==> src/rtl/pulse_seq_ctrl.sv <==
// Spin-echo pulse-sequence scheduler: N shots of 90 / gap / 180 / gap / record / rep-delay, then done.
// Latency: all outputs registered; an accepted start shows acc_clr, busy and the first event one cycle later.
// Backpressure: none; start is a pulse honoured only in IDLE, abort overrides everything.
// Build option: define PHASE_CYCLE_EN to alternate the 90-degree pulse phase on every shot.
module pulse_seq_ctrl #(
    parameter int REP_W  = 16,
    parameter int SHOT_W = 8
) (
    input  logic              clk,
    input  logic              rst_n,
    input  logic              start,
    input  logic              abort,
    input  logic [4:0]        blank_lead,
    input  logic [7:0]        period90,
    input  logic [7:0]        pulse_gap,
    input  logic [7:0]        record_len,
    input  logic [REP_W-1:0]  rep_delay,
    input  logic [SHOT_W-1:0] num_shots,
    output logic [1:0]        tx,
    output logic              rx,
    output logic              u_blank,
    output logic              acc_clr,
    output logic              busy,
    output logic              done,
    output logic              cfg_err,
    output logic [SHOT_W-1:0] shot_cnt
);

    // One down-counter serves every timed state; it must hold the 9-bit P180
    // length as well as the full repetition delay.
    localparam int CNT_W = (REP_W > 9) ? REP_W : 9;

    typedef enum logic [2:0] {
        S_IDLE,
        S_PRE90,
        S_P90,
        S_GAP1,
        S_P180,
        S_GAP2,
        S_REC,
        S_REPDLY
    } state_t;

    typedef struct packed {
        logic [4:0]        blank;
        logic [7:0]        p90;
        logic [7:0]        gap;
        logic [7:0]        rec;
        logic [REP_W-1:0]  rep;
        logic [SHOT_W-1:0] shots;
    } cfg_t;

    state_t            state_q;
    state_t            state_d;
    state_t            shot_first;
    logic [CNT_W-1:0]  cnt_q;
    logic [CNT_W-1:0]  cnt_d;
    cfg_t              cfg_q;
    cfg_t              cfg_d;
    cfg_t              cfg_in;
    cfg_t              cfg_use;
    logic [SHOT_W-1:0] shot_d;

    logic [1:0]        tx_d;
    logic              rx_d;
    logic              u_blank_d;
    logic              acc_clr_d;
    logic              busy_d;
    logic              done_d;
    logic              cfg_err_d;

    logic              start_ok;
    logic              cnt_last;
    logic              entering;
    logic              leave_gap2;
    logic              leave_rec;
    logic              leave_rep;

    assign cfg_in = {blank_lead, period90, pulse_gap, record_len, rep_delay, num_shots};

    // Dwell time of each timed state, in clock cycles.
    function automatic logic [CNT_W-1:0] state_len(input state_t s, input cfg_t c);
        logic [CNT_W-1:0] len;
        len = '0;
        case (s)
            S_PRE90:  len = CNT_W'(c.blank);
            S_P90:    len = CNT_W'(c.p90);
            S_GAP1:   len = CNT_W'(c.gap);
            S_P180:   len = CNT_W'({c.p90, 1'b0});
            S_GAP2:   len = CNT_W'(c.gap);
            S_REC:    len = CNT_W'(c.rec);
            S_REPDLY: len = CNT_W'(c.rep);
            default:  len = '0;
        endcase
        return len;
    endfunction

    // Next state, counter reload, shot bookkeeping and next output values.
    always_comb begin
        // In IDLE the live inputs are about to be latched, so the first state
        // and its length are taken straight from them.
        cfg_use    = (state_q == S_IDLE) ? cfg_in : cfg_q;
        shot_first = (cfg_use.blank != 5'd0) ? S_PRE90 : S_P90;
        start_ok   = (period90 != 8'd0) && (num_shots != '0);
        cnt_last   = (cnt_q == CNT_W'(1));

        state_d    = state_q;
        cfg_d      = cfg_q;
        shot_d     = shot_cnt;
        acc_clr_d  = 1'b0;
        done_d     = 1'b0;
        cfg_err_d  = 1'b0;
        entering   = 1'b0;
        leave_gap2 = 1'b0;
        leave_rec  = 1'b0;
        leave_rep  = 1'b0;

        if (abort) begin
            state_d = S_IDLE;
        end else if (state_q == S_IDLE) begin
            if (start) begin
                if (start_ok) begin
                    cfg_d     = cfg_in;
                    shot_d    = '0;
                    acc_clr_d = 1'b1;
                    state_d   = shot_first;
                    entering  = 1'b1;
                end else begin
                    cfg_err_d = 1'b1;
                end
            end
        end else if (cnt_last) begin
            entering = 1'b1;
            case (state_q)
                S_PRE90:  state_d = S_P90;
                S_P90:    state_d = (cfg_use.gap != 8'd0) ? S_GAP1 : S_P180;
                S_GAP1:   state_d = S_P180;
                S_P180: begin
                    if (cfg_use.gap != 8'd0) begin
                        state_d = S_GAP2;
                    end else begin
                        leave_gap2 = 1'b1;
                    end
                end
                S_GAP2:   leave_gap2 = 1'b1;
                S_REC:    leave_rec  = 1'b1;
                S_REPDLY: leave_rep  = 1'b1;
                default:  state_d    = S_IDLE;
            endcase

            // Zero-length states fall through to the next one in the same cycle.
            if (leave_gap2) begin
                if (cfg_use.rec != 8'd0) begin
                    state_d = S_REC;
                end else begin
                    leave_rec = 1'b1;
                end
            end

            // The record window closing is what completes a shot, even when it is empty.
            if (leave_rec) begin
                if (shot_cnt != cfg_use.shots) begin
                    shot_d = shot_cnt + SHOT_W'(1);
                end
                if (cfg_use.rep != '0) begin
                    state_d = S_REPDLY;
                end else begin
                    leave_rep = 1'b1;
                end
            end

            if (leave_rep) begin
                if (shot_d == cfg_use.shots) begin
                    state_d = S_IDLE;
                    done_d  = 1'b1;
                end else begin
                    state_d = shot_first;
                end
            end
        end

        cnt_d = entering ? state_len(state_d, cfg_use) : (cnt_q - CNT_W'(1));
        if (state_d == S_IDLE) begin
            cnt_d = '0;
        end

        tx_d = 2'b00;
        if (state_d == S_P90) begin
`ifdef PHASE_CYCLE_EN
            // Two-step phase cycle: even shots at 0 deg, odd shots at 180 deg.
            tx_d = shot_d[0] ? 2'b10 : 2'b01;
`else
            tx_d = 2'b01;
`endif
        end else if (state_d == S_P180) begin
            tx_d = 2'b01;
        end

        rx_d = (state_d == S_REC);

        // During GAP1 the counter holds the cycles left, so the lead before the
        // 180 pulse is simply "cycles left <= blank_lead".
        u_blank_d = (state_d == S_PRE90) || (state_d == S_P90) || (state_d == S_P180) ||
                    ((state_d == S_GAP1) && (cnt_d <= CNT_W'(cfg_use.blank)));

        busy_d = (state_d != S_IDLE);
    end

    // Sequencer state, dwell counter, latched configuration and shot count.
    always_ff @(posedge clk or negedge rst_n) begin
        if (!rst_n) begin
            state_q  <= S_IDLE;
            cnt_q    <= '0;
            cfg_q    <= '0;
            shot_cnt <= '0;
        end else begin
            state_q  <= state_d;
            cnt_q    <= cnt_d;
            cfg_q    <= cfg_d;
            shot_cnt <= shot_d;
        end
    end

    // Registered gate/window/status outputs; reset drops the gates immediately.
    always_ff @(posedge clk or negedge rst_n) begin
        if (!rst_n) begin
            tx      <= 2'b00;
            rx      <= 1'b0;
            u_blank <= 1'b0;
            acc_clr <= 1'b0;
            busy    <= 1'b0;
            done    <= 1'b0;
            cfg_err <= 1'b0;
        end else begin
            tx      <= tx_d;
            rx      <= rx_d;
            u_blank <= u_blank_d;
            acc_clr <= acc_clr_d;
            busy    <= busy_d;
            done    <= done_d;
            cfg_err <= cfg_err_d;
        end
    end

endmodule

==> config.mk <==
export PLATFORM = sky130hd
export DESIGN_NAME = pulse_seq_ctrl
export DESIGN_NICKNAME = d
export VERILOG_FILES = /design/src/rtl/pulse_seq_ctrl.sv
export SDC_FILE = /design/constraint.sdc
export NUM_CORES = 1
export LEC_CHECK = 0
export CORE_ASPECT_RATIO = 1.4
export CORE_MARGIN = 2
export CORE_UTILIZATION = 35
export DETAILED_ROUTE_END_ITERATION = 7
export PLACE_DENSITY = 0.65
export SLEW_MARGIN = 20
export SYNTH_ARGS = -nofsm -noshare
export SYNTH_HDL_FRONTEND = slang
export SYNTH_SLANG_ARGS = --single-unit
==> constraint.sdc <==
create_clock -name clk -period 15.5 [get_ports clk]
set_input_delay 1.55 -clock clk [delete_from_list [all_inputs] [get_ports clk]]
set_output_delay 1.55 -clock clk [all_outputs]
set_load 0.01 [all_outputs]
==> impl_results.md, run 1 <==
- Synth top area share: 38.5%
- Critical path required time: 15.77 ns
- Core region area: 0.0160 mm2
- Peak supply drop: 60.2 uV
- CTS Buffer Depth: 2
- Via count: 5385
- Fillers: 1613
- Post-CTS Hold Buffers: 0
- Sequential power share: 36.0%
- Rel. slew slack: 42.3%
- IO Pins: 73
- Area of the multi-input gates: 0.00327 mm2
- Port Buf Inserts: 71
- Critical path type: input port to flip-flop
- Starting Density: 35.4%
- Status: completed
- Part of the cycle the worst path needs: 46.9%
- Sw power: 0.362 mW
- Nets: 827
- Post-synth EDFFs: 0
- Unrepaired setup endpoints after global routing: false
- Die area: 0.0172 mm2
- Die W: 111 um
- Pint: 0.547 mW
- WL/cell: 18.2 um
- Clock root buffer master: clkbuf_16
- Fin Setup TNS: 0 ns
- Initial antenna violation count: 0
- Syn Std Cell Area: 0.00566 mm2
- Switching share of total power: 39.8%
- CP Capture Type: flip-flop
- Top_reg_cell synth: dfrtp_1
- Max cap viols: 0
- DRC: 0
- Final Setup Violations: 0
- H-tree depth: 3
- CP Data Arrival Time: 7.55 ns
- Min cycle time layout: 7.28 ns
- Clock Pin Slew Worst Setup and Hold Paths: 0.06 ns
- Drt via density: 5.57
- First-pass GRT wire length: 28000 um
- Top cells by count, synth: nand2_1, dfrtp_1, nor2_1
- Critical path's slowest cell: and3_1
- Logic pwr share: 39.6%
- Post-DP HPWL: 12700 um
- Final wirelength: 17600 um
- DRT Pass-1 Iters: 6
- PD cells: 134 mW/mm2
- Number of gates resized after CTS: 0
- Antenna-violating nets left: 0
- Sequential Area: 0.00218 mm2
- Post-synth top area cell: dfrtp_1
- Final Hold Vio Count: 0
- Startpoint Class: input port
- Iter 0 DRT Violations: 379
- Min-Delay Path Class: flip-flop to flip-flop
- Netlist cell types: 66
- Worst-path fanout max: 18
- Worst-margin pin slew: 0.862 ns
- Clock power share: 24.5%
- Post-synthesis sequential area ratio: 38.5%
- Largest net degree at the start of global routing: 63
- Yosys reg bits: 87
- Clock latency at the later pin of the worst-skew pair: 0.35 ns
- Clock Skew: 0.00760 ns
- Worst Path Buf+Inv: 2
- Post-CTS setup buffer count: 0
- CP top delay family: simple AND/OR/NAND/NOR gates
- N_diodes: 0
- TritonCTS Sinks: 87
- Leakage: 3.09 nW
- CTS Buf Count: 9
- Syn Nets: 777
- Gpl congestion: 0.969
- Fmax: 137 MHz
- Yosys Warn Count: 0
- Total Routing Usage GR: 20.4%
- Crit-path max cell delay: 0.67 ns
- Asr flop ratio synth: 100%
- Die height: 154 um
- Layout cells sized above 1: 5.61%
- Final count of pins violating max slew: 0
- Cells after Synth: 712
- Row Count: 55
- Average cell area after synthesis: 7.94 um2
- Top post-synthesis cells by area: dfrtp_1, nand2_1, mux2i_1
- Count leader, synth: nand2_1
- CTS tree: built
- Number of global-route vias before repair: 5269
- Layout overhead on the synthesized area: 20.3%
- Layout Utilization: 42.6%
- GRT overflow: 0
- Cell mode on critical path: a21oi_1
## per-stage QoR
step           cell area [um2]  setup WS [ns]  cells  total power [mW]  hold slack [ns]
3_5_place_dp              6500           7.94    950             0.684            0.461
3_3_place_gp              6500           8.12    950             0.684            0.457
2_1_floorplan             5660           9.57    712             0.573            0.445
4_1_cts                   6800           8.29    966             0.910            0.477
6_report                  6800           8.22    966             0.909            0.474
5_1_grt                   6800           7.90    966             0.968            0.496
## placed cells by master, fill, tap and decap left out, types with 8 or more instances in the layout
cell type,count
a31oi_1,8
nor4_1,27
inv_1,11
mux2i_1,34
clkdlybuf4s50_1,70
nor3_1,14
nand3_1,12
and3_1,12
xnor2_1,13
a21oi_1,29
ha_1,8
dfrtp_1,87
clkbuf_16,9
o21ai_0,17
nand2_1,237
nor2_1,39
## layer usage
metal  up-vias  share of wire, %  GRT usage, %
met5         -                 0             0
met4         0               3.5          8.11
met1      2558                41          25.2
met2       202                50          35.5
li1       2589                 -             -
met3        36               5.2          3.57
## power groups by stage
stage / clock network (mW) / registers (mW) / logic, mW
2_1_floorplan: 0 / 0.315 / 0.259
3_3_place_gp: 0 / 0.329 / 0.355
3_5_place_dp: 0 / 0.330 / 0.354
4_1_cts: 0.227 / 0.326 / 0.357
5_1_grt: 0.239 / 0.335 / 0.394
6_report: 0.222 / 0.327 / 0.359
## worst reg2reg max path, delay by kind of cell (launching register included)
family / cells / cell delay [ns]
buffers and inverters: 2 / 0.75
and+or+nand+nor: 8 / 2.34
DFF: 1 / 0.67
adders and majority gates: 1 / 0.28
AOI/OAI and AO/OA: 14 / 2.50
## final cells by class
cell class	count	share of cell area (%)
timing repair buffer	77	11.1
tap	199	3.66
clock inverter	7	1.07
multi-input combinational	573	48.1
clock buffer	9	3.31
sequential	87	32.0
inverter	14	0.772
## registers in the layout, summed over array words and instances (netlist names)
signal	count
acc_clr	1
cfg_q	53
state_q	3
u_blank	1
done	1
busy	1
tx	1
rx	1
cfg_err	1
cnt_q	16
shot_cnt	8
## path summary, 6_finish.rpt
kind                                    from         to  slack, ns  cells past startpoint
worst max register to register    state_q[0]    u_blank       8.88                     25
worst min register to register     cfg_q[48]  cfg_q[48]       0.47                      2
worst min-delay path               cfg_q[48]  cfg_q[48]       0.47                      2
min in group asynchronous              rst_n  cfg_q[25]       1.17                      1
max in group asynchronous              rst_n   cfg_q[1]      13.31                      2
worst max-delay path            num_shots[1]    u_blank       8.22                     25
## logic make-up after synthesis
group,count (synthesis),share of synthesized area [%]
buf+inv,52,3.85
other cells,1,0.0663
flops,87,38.5
simple gates,387,31.3
mux,37,7.21
xor+xnor,19,2.94
compound gates,121,14.4
fa+ha+maj,8,1.77
(Power assumes the default switching activity.)
==> run 2, diff against run 1 <==
- clock period: 15.5 -> 6.9 ns (I/O delays scaled with it)
==> run 2 against run 1 <==
Core utilization increased by 0.67 points. Final area increased by 1.6%. Critical endpoint unchanged. Worst hold slack got worse by 0.16 ns. Register-to-register slack got worse by 8.1 ns. Count of clock-buffer cells in the layout unchanged.
==> impl_results.md, run 2 (same netlist as run 1, synthesis figures left out) <==
- Initial antenna violation count: 0
- Number of gates resized after CTS: 0
- Part of the cycle the worst path needs: 88.9%
- PD cells: 306 mW/mm2
- Wire length on met3: 819 um
- CTS Buffer Depth: 2
- Fmax: 163 MHz
- DRT Pass-1 Iters: 5
- Unrepaired setup endpoints after global routing: false
- Critical path's slowest cell: dfrtp_1
- Number of global-route vias before repair: 5467
- WL/cell: 17.9 um
- CP top delay family: simple AND/OR/NAND/NOR gates
- Starting Density: 35.4%
- Core region area: 0.0160 mm2
- Layout cells sized above 1: 6.58%
- Rel. slew slack: 40.1%
- Min cycle time layout: 6.14 ns
- M1 WL: 7300 um
- Largest net degree at the start of global routing: 63
- Final Hold Vio Count: 0
- Commonest non-fill, non-tap cell in the layout: nand2_1
- Post-CTS setup buffer count: 0
- GRT overflow: 0
- Metal2 WL: 8740 um
- CTS tree: built
- Layout overhead on the synthesized area: 22.2%
- Leakage: 3.15 nW
- Gpl congestion: 0.922
- Largest Register: cfg_q
- Largest regs: cfg_q (53), cnt_q (16), shot_cnt (8)
- CP Capture Type: flip-flop
- Reg2Reg Depth: 26
- Clock Skew: 0.00873 ns
- DP Area: 0.00657 mm2
- Power Total: 2.12 mW
- Peak supply drop: 123 uV
- Final Setup Violations: 0
- Critical path required time: 7.17 ns
- Post-CTS Hold Buffers: 0
- Drt via density: 5.64
- Fin Setup TNS: 0 ns
- Commonest cells after routing, fill and taps aside: nand2_1, dfrtp_1, clkdlybuf4s50_1
- Clock latency at the later pin of the worst-skew pair: 0.35 ns
- Die height: 154 um
- Critical path type: flip-flop to flip-flop
- Place WS: 0.759 ns
- Row Count: 55
- Worst-path fanout max: 17
- Crit-path max cell delay: 0.65 ns
- Nets: 835
- Total Routing Usage GR: 20.8%
- Die area: 0.0172 mm2
- Die W: 111 um
- Post-route cell area: 0.00691 mm2
- Worst-margin pin slew: 0.876 ns
- First-pass GRT wire length: 28700 um
- Critical path depth: 26
- Via count: 5492
- Max FFs per register: 53
- Final count of pins violating max slew: 0
- IO Pins: 73
- Worst Path Buf+Inv: 3
- Top Layer Used: met4
- Final wirelength: 17500 um
- Post-DP HPWL: 13000 um
- Fillers: 1608
- DRC: 0
- Setup WS post-layout: 0.765 ns
- CP Data Arrival Time: 6.40 ns
- Min-Delay Path Class: input port to asynchronous set/reset pin
- CTS Buf Count: 9
- Clock root buffer master: clkbuf_16
- Cell mode on critical path: a21oi_1
- TritonCTS Sinks: 87
- Port Buf Inserts: 71
- Startpoint Class: flip-flop
- Iter 0 DRT Violations: 248
- Status: completed
- Antenna-violating nets left: 0
- N_diodes: 0
- Clock Pin Slew Worst Setup and Hold Paths: 0.06 ns
- H-tree depth: 3
- Max cap viols: 0
run 2: final cells by class:
cell class	count	area, um2	area share (%)
clock inverters	7	120	1.74
flip-flops and latches	87	2180	31.5
repair buffers	85	813	11.8
clock buffers	9	225	3.26
multi-input cells	573	3270	47.4
well taps	199	249	3.60
inverters	14	52.6	0.760
run 2: path summary, 6_finish.rpt:
check | start | endpoint | slack, ns
setup / recovery | state_q[0] | u_blank | 0.76
hold / removal | rst_n | cfg_q[25] | 0.32
setup reg to reg | state_q[0] | u_blank | 0.76
hold reg to reg | cfg_q[43] | cfg_q[43] | 0.48
max in group asynchronous | rst_n | cnt_q[10] | 5.56
min in group clk | cfg_q[43] | cfg_q[43] | 0.48
run 2: worst register-to-register path, stage by stage, from the launching register on:
cell and delay [ns]:
dfrtp_1 0.65, or3_1 0.44, buf_4 0.34, buf_4 0.30, nand3_1 0.13, a21oi_1 0.30
or2_2 0.23, o21ai_2 0.08, o32a_1 0.19, o31ai_1 0.33, and3_1 0.25, inv_2 0.14
or4_1 0.55, a21oi_1 0.15, a311oi_1 0.06, a31oi_1 0.23, ha_1 0.28, o21a_1 0.11
o21ai_0 0.14, nand2b_1 0.07, a21oi_1 0.14, a31oi_1 0.08, nor4_1 0.31, nand3_1 0.11
nor3_1 0.15, o2111ai_1 0.12, o21ai_1 0.16
run 2: power by group:
part	leakage [nW]	internal (mW)	switching [mW]	total, mW
Sequential	1.12	0.627	0.107	0.734
Clock	0.166	0.355	0.216	0.571
Combinational	1.86	0.326	0.486	0.812
run 2: per-stage QoR:
step / instances / util, % / hold WS (ns)
after global placement: 958 / 41.1 / 0.457
after global routing: 974 / 43.3 / 0.368
after floorplan: 712 / - / 0.394
after CTS: 974 / 43.3 / 0.338
after detailed placement: 958 / 41.1 / 0.462
final: 974 / 43.3 / 0.317
run 2: layer usage:
layer / global-route usage, % / vias up
li1: - / 2614
met1: 25.9 / 2637
met2: 36.2 / 200
met3: 2.47 / 41
met4: 8.94 / 0
met5: 0 / -
